`config.mk`:
```
export PLATFORM = sky130hd
export DESIGN_NAME = inst_fetch
export DESIGN_NICKNAME = d
export VERILOG_FILES = /design/src/rtl/inst_fetch.sv
export SDC_FILE = /design/constraint.sdc
export NUM_CORES = 1
export LEC_CHECK = 0
export CAP_MARGIN = 20
export CORE_UTILIZATION = 51
export CTS_CLUSTER_SIZE = 40
export DETAILED_ROUTE_END_ITERATION = 10
export PLACE_DENSITY = 0.92
export SLEW_MARGIN = 20
export SYNTH_ARGS = -nofsm -noshare
export SYNTH_HDL_FRONTEND = slang
export SYNTH_SLANG_ARGS = --single-unit
```
`constraint.sdc`:
```
create_clock -name clk -period 3.4 [get_ports clk]
set_clock_uncertainty 0.2 [all_clocks]
set_input_delay 0.68 -clock clk [delete_from_list [all_inputs] [get_ports clk]]
set_output_delay 0.68 -clock clk [all_outputs]
set_load 0.02 [all_outputs]
```
`src/rtl/inst_fetch.sv`:
```
// Instruction fetch unit: owns the PC, fetches from a combinational instruction
// memory into a 2-entry FIFO toward decode, and resolves branch/jump redirects.
module inst_fetch #(
  parameter logic [31:0] RESET_PC   = 32'h0,
  parameter int unsigned IMEM_BYTES = 256
) (
  input  logic        clk,
  input  logic        rst_n,
  output logic [31:0] read_address,
  input  logic [31:0] read_data,
  output logic        inst_valid,
  output logic [31:0] inst,
  output logic [31:0] inst_pc,
  input  logic        inst_ready,
  input  logic        branch_taken,
  input  logic [15:0] branch_offset,
  input  logic [31:0] branch_pc,
  input  logic        jump,
  input  logic [25:0] jump_target,
  output logic        fetch_err
);

  typedef enum logic {RUN, FAULT} state_t;

  localparam logic [31:0] LAST_PC = 32'(IMEM_BYTES - 4);

  state_t      state_q, state_d;
  logic [31:0] pc_q, pc_d;
  logic [1:0]  cnt_q, cnt_d;
  logic [31:0] ent_pc_q [2];
  logic [31:0] ent_pc_d [2];
  logic [31:0] ent_inst_q [2];
  logic [31:0] ent_inst_d [2];

  logic [31:0] seq, br_tgt, j_tgt;
  logic        redirect, legal, pop, push;
  logic [1:0]  wr_slot;

  always_comb begin
    seq      = branch_pc + 32'd4;
    br_tgt   = seq + {{14{branch_offset[15]}}, branch_offset, 2'b00};
    j_tgt    = {seq[31:28], jump_target, 2'b00};
    redirect = jump | branch_taken;
    legal    = (pc_q[1:0] == 2'b00) && (pc_q <= LAST_PC);
    pop      = (cnt_q != 2'd0) && inst_ready;
    push     = (state_q == RUN) && !redirect && legal && ((cnt_q != 2'd2) || pop);
    wr_slot  = cnt_q - {1'b0, pop};

    state_d    = state_q;
    pc_d       = pc_q;
    cnt_d      = cnt_q;
    ent_pc_d   = ent_pc_q;
    ent_inst_d = ent_inst_q;

    if (redirect) begin
      pc_d    = jump ? j_tgt : br_tgt;
      cnt_d   = 2'd0;
      state_d = RUN;
    end else begin
      if ((state_q == RUN) && !legal) state_d = FAULT;
      // Head always lives in slot 0: a pop shifts slot 1 down, then a push
      // lands in the first free slot after that shift.
      if (pop) begin
        ent_pc_d[0]   = ent_pc_q[1];
        ent_inst_d[0] = ent_inst_q[1];
      end
      if (push) begin
        pc_d                   = pc_q + 32'd4;
        ent_pc_d[wr_slot[0]]   = pc_q;
        ent_inst_d[wr_slot[0]] = read_data;
      end
      cnt_d = cnt_q + {1'b0, push} - {1'b0, pop};
    end
  end

  always_ff @(posedge clk or negedge rst_n) begin
    if (!rst_n) begin
      state_q    <= RUN;
      pc_q       <= RESET_PC;
      cnt_q      <= 2'd0;
      ent_pc_q   <= '{default: '0};
      ent_inst_q <= '{default: '0};
    end else begin
      state_q    <= state_d;
      pc_q       <= pc_d;
      cnt_q      <= cnt_d;
      ent_pc_q   <= ent_pc_d;
      ent_inst_q <= ent_inst_d;
    end
  end

  assign read_address = pc_q;
  assign inst_valid   = (cnt_q != 2'd0);
  assign inst         = ent_inst_q[0];
  assign inst_pc      = ent_pc_q[0];
  assign fetch_err    = (state_q == FAULT);

endmodule

```
# Word level (Yosys, flattened, before mapping)
# Index checks and enable logic that the tools add are counted.
# totals
register_bits,163
elab_cells,52
in_bits,111
# op_classes
bitwise_logic,4
reduce_logical,15
n_eq_ne,1
mux,16
order_cmp,3
add_sub_neg,6
# op_table
operator,count
$mux W32,8
$bwmux W64,2
$mux W64,2
$add A32 B3 Y32 const B,2
$add A32 B32 Y32,1
$demux W32 S1,1
$le A32 B8 Y1 const B,1
$logic_and A1 B1 Y1,7
$reduce_bool A2 Y1,3
$add A2 B1 Y2,1
$ge A2 B2 Y1 const B,1
$logic_not A1 Y1,2
$logic_not A2 Y1,1
$lt A2 B1 Y1 const B,1
$mux W1,2
$mux W2,1
$ne A2 B2 Y1 const B,1
$not A1 Y1,2
$not A1 Y2,1
$reduce_and A2 Y1,1
$sub A2 B1 Y2,1
$logic_or A1 B1 Y1,1
$or A1 B1 Y1,1
$sub A1 B1 Y1,1

# Logic depth before layout (Yosys ltp)
# logic_depth
ltp_word,10
depth_mapped,16
depth_no_buf,15

# Worst setup path after synthesis
# OpenSTA, ideal clock, no wires.
# synth_path
path_type,input to register
from,input branch_pc[4]
to,register pc_q[31] (netlist: read_address[31])
cell_stages,14
required_time_ns,3.131
slack_ns,-0.501
arrival_time_ns,3.632
path_buffers,1
cell_sequence,and3_1 -> clkbuf_1 -> nand2_1 -> nor2_1 -> nand2_1 -> or3_1 -> xnor2_1 -> ha_1 -> a21o_1 -> a21o_1 -> a211o_1 -> o21a_1 -> or4_1 -> nand3_1
# synth_via
elab_chain_cells,4
# synth_rtl
element,line_no,rtl
"start, declared",17,"input logic [31:0] branch_pc,"
$add A32 B3 Y32 (*),40,seq = branch_pc + 32'd4;
$add A32 B32 Y32,41,"br_tgt = seq + {{14{branch_offset[15]}}, branch_offset, 2'b00};"
$mux W32 (*),56,pc_d = jump ? j_tgt : br_tgt;
$mux W32 (*),55,if (redirect) begin
"end signal, assigned",85,pc_q <= pc_d;
"end, declared",28,"logic [31:0] pc_q, pc_d;"
# Mark *: on every way between the ends. The rest lies on a longest branch, timed or not.
# A chain may end at the register's enable or synchronous reset.

# Final worst setup path
# layout_path
from,input branch_pc[8]
to,register pc_q[31] (netlist: read_address[31])
# Same word-level chain as after synthesis.

==> flow_summary_export.csv <==
group,metric,value,unit
placement,place_inst,1444,
clock_tree,cts_made_buffers,17,
synthesis,synth_commonest_cells,"163 x dfrtp_1, 89 x a21oi_1, 82 x nor2_1",
placement,io_buffers,208,
sta,relSlewSlack,56.7,%
power_and_ir_drop,total_leakage_power,0.00623,uW
drt,post_drt_wl_per_cell,18.9,um
synthesis,synth_seq_area_share,43.6,%
setup_path,r2r_slack,0.27,ns
finish,final_cell_count_no_fill,1492,
power_and_ir_drop,p_sw_share,30.3,%
outcome,failed_checks,"setup timing",
floorplanning,design.core.area,0.0180,mm2
synthesis,synth-seq-cells,163,
synthesis,synth_edf_count,0,
power_and_ir_drop,ir_drop,0.376,mV
floorplanning,die-area,0.0189,mm2
clock_tree,ctsHoldBuffers,0,
sta,fin_crit,3.49,ns
synthesis,syn_avg_cell_area,9.65,um2
grt,track_usage,30.0,%
finish,diodes,0,
synthesis,ys.flop_type,"dfrtp_1",
grt,grt_first_pass_wirelength,43900,um
sta,worst_pin_slew,0.648,ns
sta,finalHoldViolCount,0,
setup_path,path_class,"input port to register",
sta,rsz0062_at_grt,"true",
clock_tree,root_buffer,"clkbuf_16",
floorplanning,pin_count,209,
floorplanning,start_util,52.1,%
grt,grt_pass1_vias,8986,
drt,drt_wl_total,28200,um
placement,dp_slack,-0.973,ns
sta,setup_viol,1,
synthesis,synth_nets,1119,
power_and_ir_drop,comb_power_share,22.8,%
synthesis,syn_inst,970,
setup_path,endpoint_kind,"register",
drt,viasPerCell,5.90,
grt,grt_overflow_total,0,
clock_tree,cts_tree,"yes",
synthesis,syn_area,0.00937,mm2
grt,antenna_found_initial,0,
sta,finalSetupTns,-0.0941,ns
setup_path,crit_required,3.56,ns
finish,final_nets,1399,
setup_path,cp-start-kind,"input port",
clock_tree,clk_pin_slew,0.07,ns
synthesis,synth_area_leader_cell,"dfrtp_1",
synthesis,ys_warn_count,0,
placement,dp_hpwl,19700,um
drt,num_vias,8800,
clock_tree,clk_path_buf_depth,2,
synthesis,synth_top_area_share,43.6,%
clock_tree,cts_max_level,4,
outcome,status,"complete, but fails checks",
drt,drt_pass1_iterations,7,
setup_path,worstPathArrival,3.66,ns
synthesis,ys_types,62,
drt,drt_iter0_markers,508,
power_and_ir_drop,p_int,3570,uW
sta,maxSlewViolCount,0,
power_and_ir_drop,pwr-share-clk,36.6,%
power_and_ir_drop,power,5120,uW
finish,final_core_util,74.0,%
floorplanning,die_height,138,um
sta,fin_crit_sh,103,%
clock_tree,numClockSinks,163,
floorplanning,fp-row-count,49,
power_and_ir_drop,p_per_area,385,mW/mm2
power_and_ir_drop,p_switching,1550,uW
finish,drive_gt1_share,25.2,%
synthesis,synth_most_common_cell,"dfrtp_1",
power_and_ir_drop,power.share.sequential,40.6,%
sta,clock.fmax,286,MHz
drt,ant_nets,0,
synthesis,async_reset_ff_share,100,%
floorplanning,die_width,138,um
min_path,hold_class,"input port to async pin",
drt,post-route-drc-count,0,
placement,place.gp.congestion,0.953,
synthesis,ys_top_cells_by_area,"dfrtp_1 44%, buf_4 5.1%, ha_1 4.9%, a21oi_1 4.8%, mux2_2 4.3%",
clock_tree,clock_latency,0.43,ns
setup_path,crit_path_max_fanout,4,
sta,timing.final.ws_setup,-0.0941,ns
flow_run,max-cap-violations,0,
finish,synthToLayoutAreaGrowth,41.9,%
grt,grt_max_degree,59,
[cell usage in the layout (no fill, tap or decap), types with 5 or more instances in the layout]
cell type	n
nor2_1	75
o21ai_1	11
nor2b_1	27
o211ai_1	5
a22oi_1	9
nor4_1	8
dfrtp_1	163
a21oi_1	76
o21ai_0	25
xnor2_1	33
o21a_1	5
inv_8	6
dlygate4sd2_1	12
clkinv_4	5
mux2_2	36
xor2_1	12
nor3_2	5
nand4_1	16
mux2i_1	7
nand2_1	46
a21o_1	25
a21oi_2	13
mux2_1	5
clkdlybuf4s50_1	182
o22ai_1	47
a22o_1	26
buf_4	159
nand3_1	22
nor2_2	5
inv_1	12
and3_1	11
ha_1	34
buf_6	17
clkbuf_16	17
nor3_1	6
[critical path, stage by stage]
cell	delay (ns)
buf_6	0.07
and4_4	0.26
nand2_4	0.06
nor2_4	0.16
nand2_2	0.09
or3_4	0.42
xnor2_4	0.18
ha_4	0.28
nand4_1	0.11
or3_4	0.36
nor2_2	0.09
o311a_1	0.20
buf_4	0.12
nor3_2	0.03
or4_1	0.47
nand3_1	0.08
[metrics by stage]
step / instance area (um2) / hold WS [ns]
2_1_floorplan: 9440 / 0.184
3_3_place_gp: 12300 / 0.268
3_5_place_dp: 12300 / 0.281
4_1_cts: 13100 / 0.0267
5_1_grt: 13300 / 0.0486
6_report: 13300 / 0.0265
[what timing repair did]
| item | in CTS | in global routing |
|---|---|---|
| endpoints found under the setup margin | 17 | 13 |
| pin swaps | 40 | 34 |
| buffers inserted | 10 | 6 |
| gates resized for setup | 106 | 39 |
[power groups by stage]
| stage | logic (uW) | clock network (uW) | registers (uW) |
|---|---|---|---|
| after floorplan | 440 | 0 | 2140 |
| after global placement | 1070 | 0 | 2110 |
| after detailed placement | 1090 | 0 | 2110 |
| after CTS | 1120 | 1900 | 2070 |
| after global routing | 1250 | 1980 | 2080 |
| final | 1170 | 1870 | 2080 |
[area by class of cell]
class	count	area [um2]
multi-input combinational	680	4900
fill	1182	4670
sequential	163	4080
timing repair buffer	375	3390
clock buffer	17	425
tap	229	287
clock inverter	15	168
inverter	13	48.8
[routing by layer]
metal  up-vias  GRT usage (%)  part of all wire, %
met4         0           15.1                  4.4
met3       107           4.12                  6.2
li1       4027              -                    -
met1      4233           35.7                   39
met5         -              0                    0
met2       433           52.8                   51
[logic make-up (layout without fill, tap and decap cells)]
| family | after synthesis | in the layout | synth area share, % |
|---|---|---|---|
| multiplexers | 48 | 48 | 5.68 |
| AO/OA/AOI/OAI | 280 | 280 | 19.1 |
| AND/OR/NAND/NOR | 264 | 264 | 14.0 |
| adder cells (fa/ha/maj) | 38 | 38 | 5.16 |
| XOR/XNOR | 50 | 50 | 4.68 |
| flip-flops | 163 | 163 | 43.6 |
| buffers and inverters | 127 | 420 | 7.79 |
[worst paths after layout]
check,from,depth (start not counted),end
max in group asynchronous,rst_n,2,inst_pc[31]$_DFFE_PN0P_
setup reg to reg,read_address[16]$_DFFE_PN0P_,10,inst[3]$_DFFE_PN0P_
hold / removal,rst_n,1,inst_pc[4]$_DFFE_PN0P_
min in group clk,register,1,inst_pc[12]$_DFFE_PN0P_
setup / recovery,branch_pc[8],16,read_address[31]$_DFFE_PN0P_
hold reg to reg,register,1,inst_pc[12]$_DFFE_PN0P_
(Power assumes the default switching activity.)
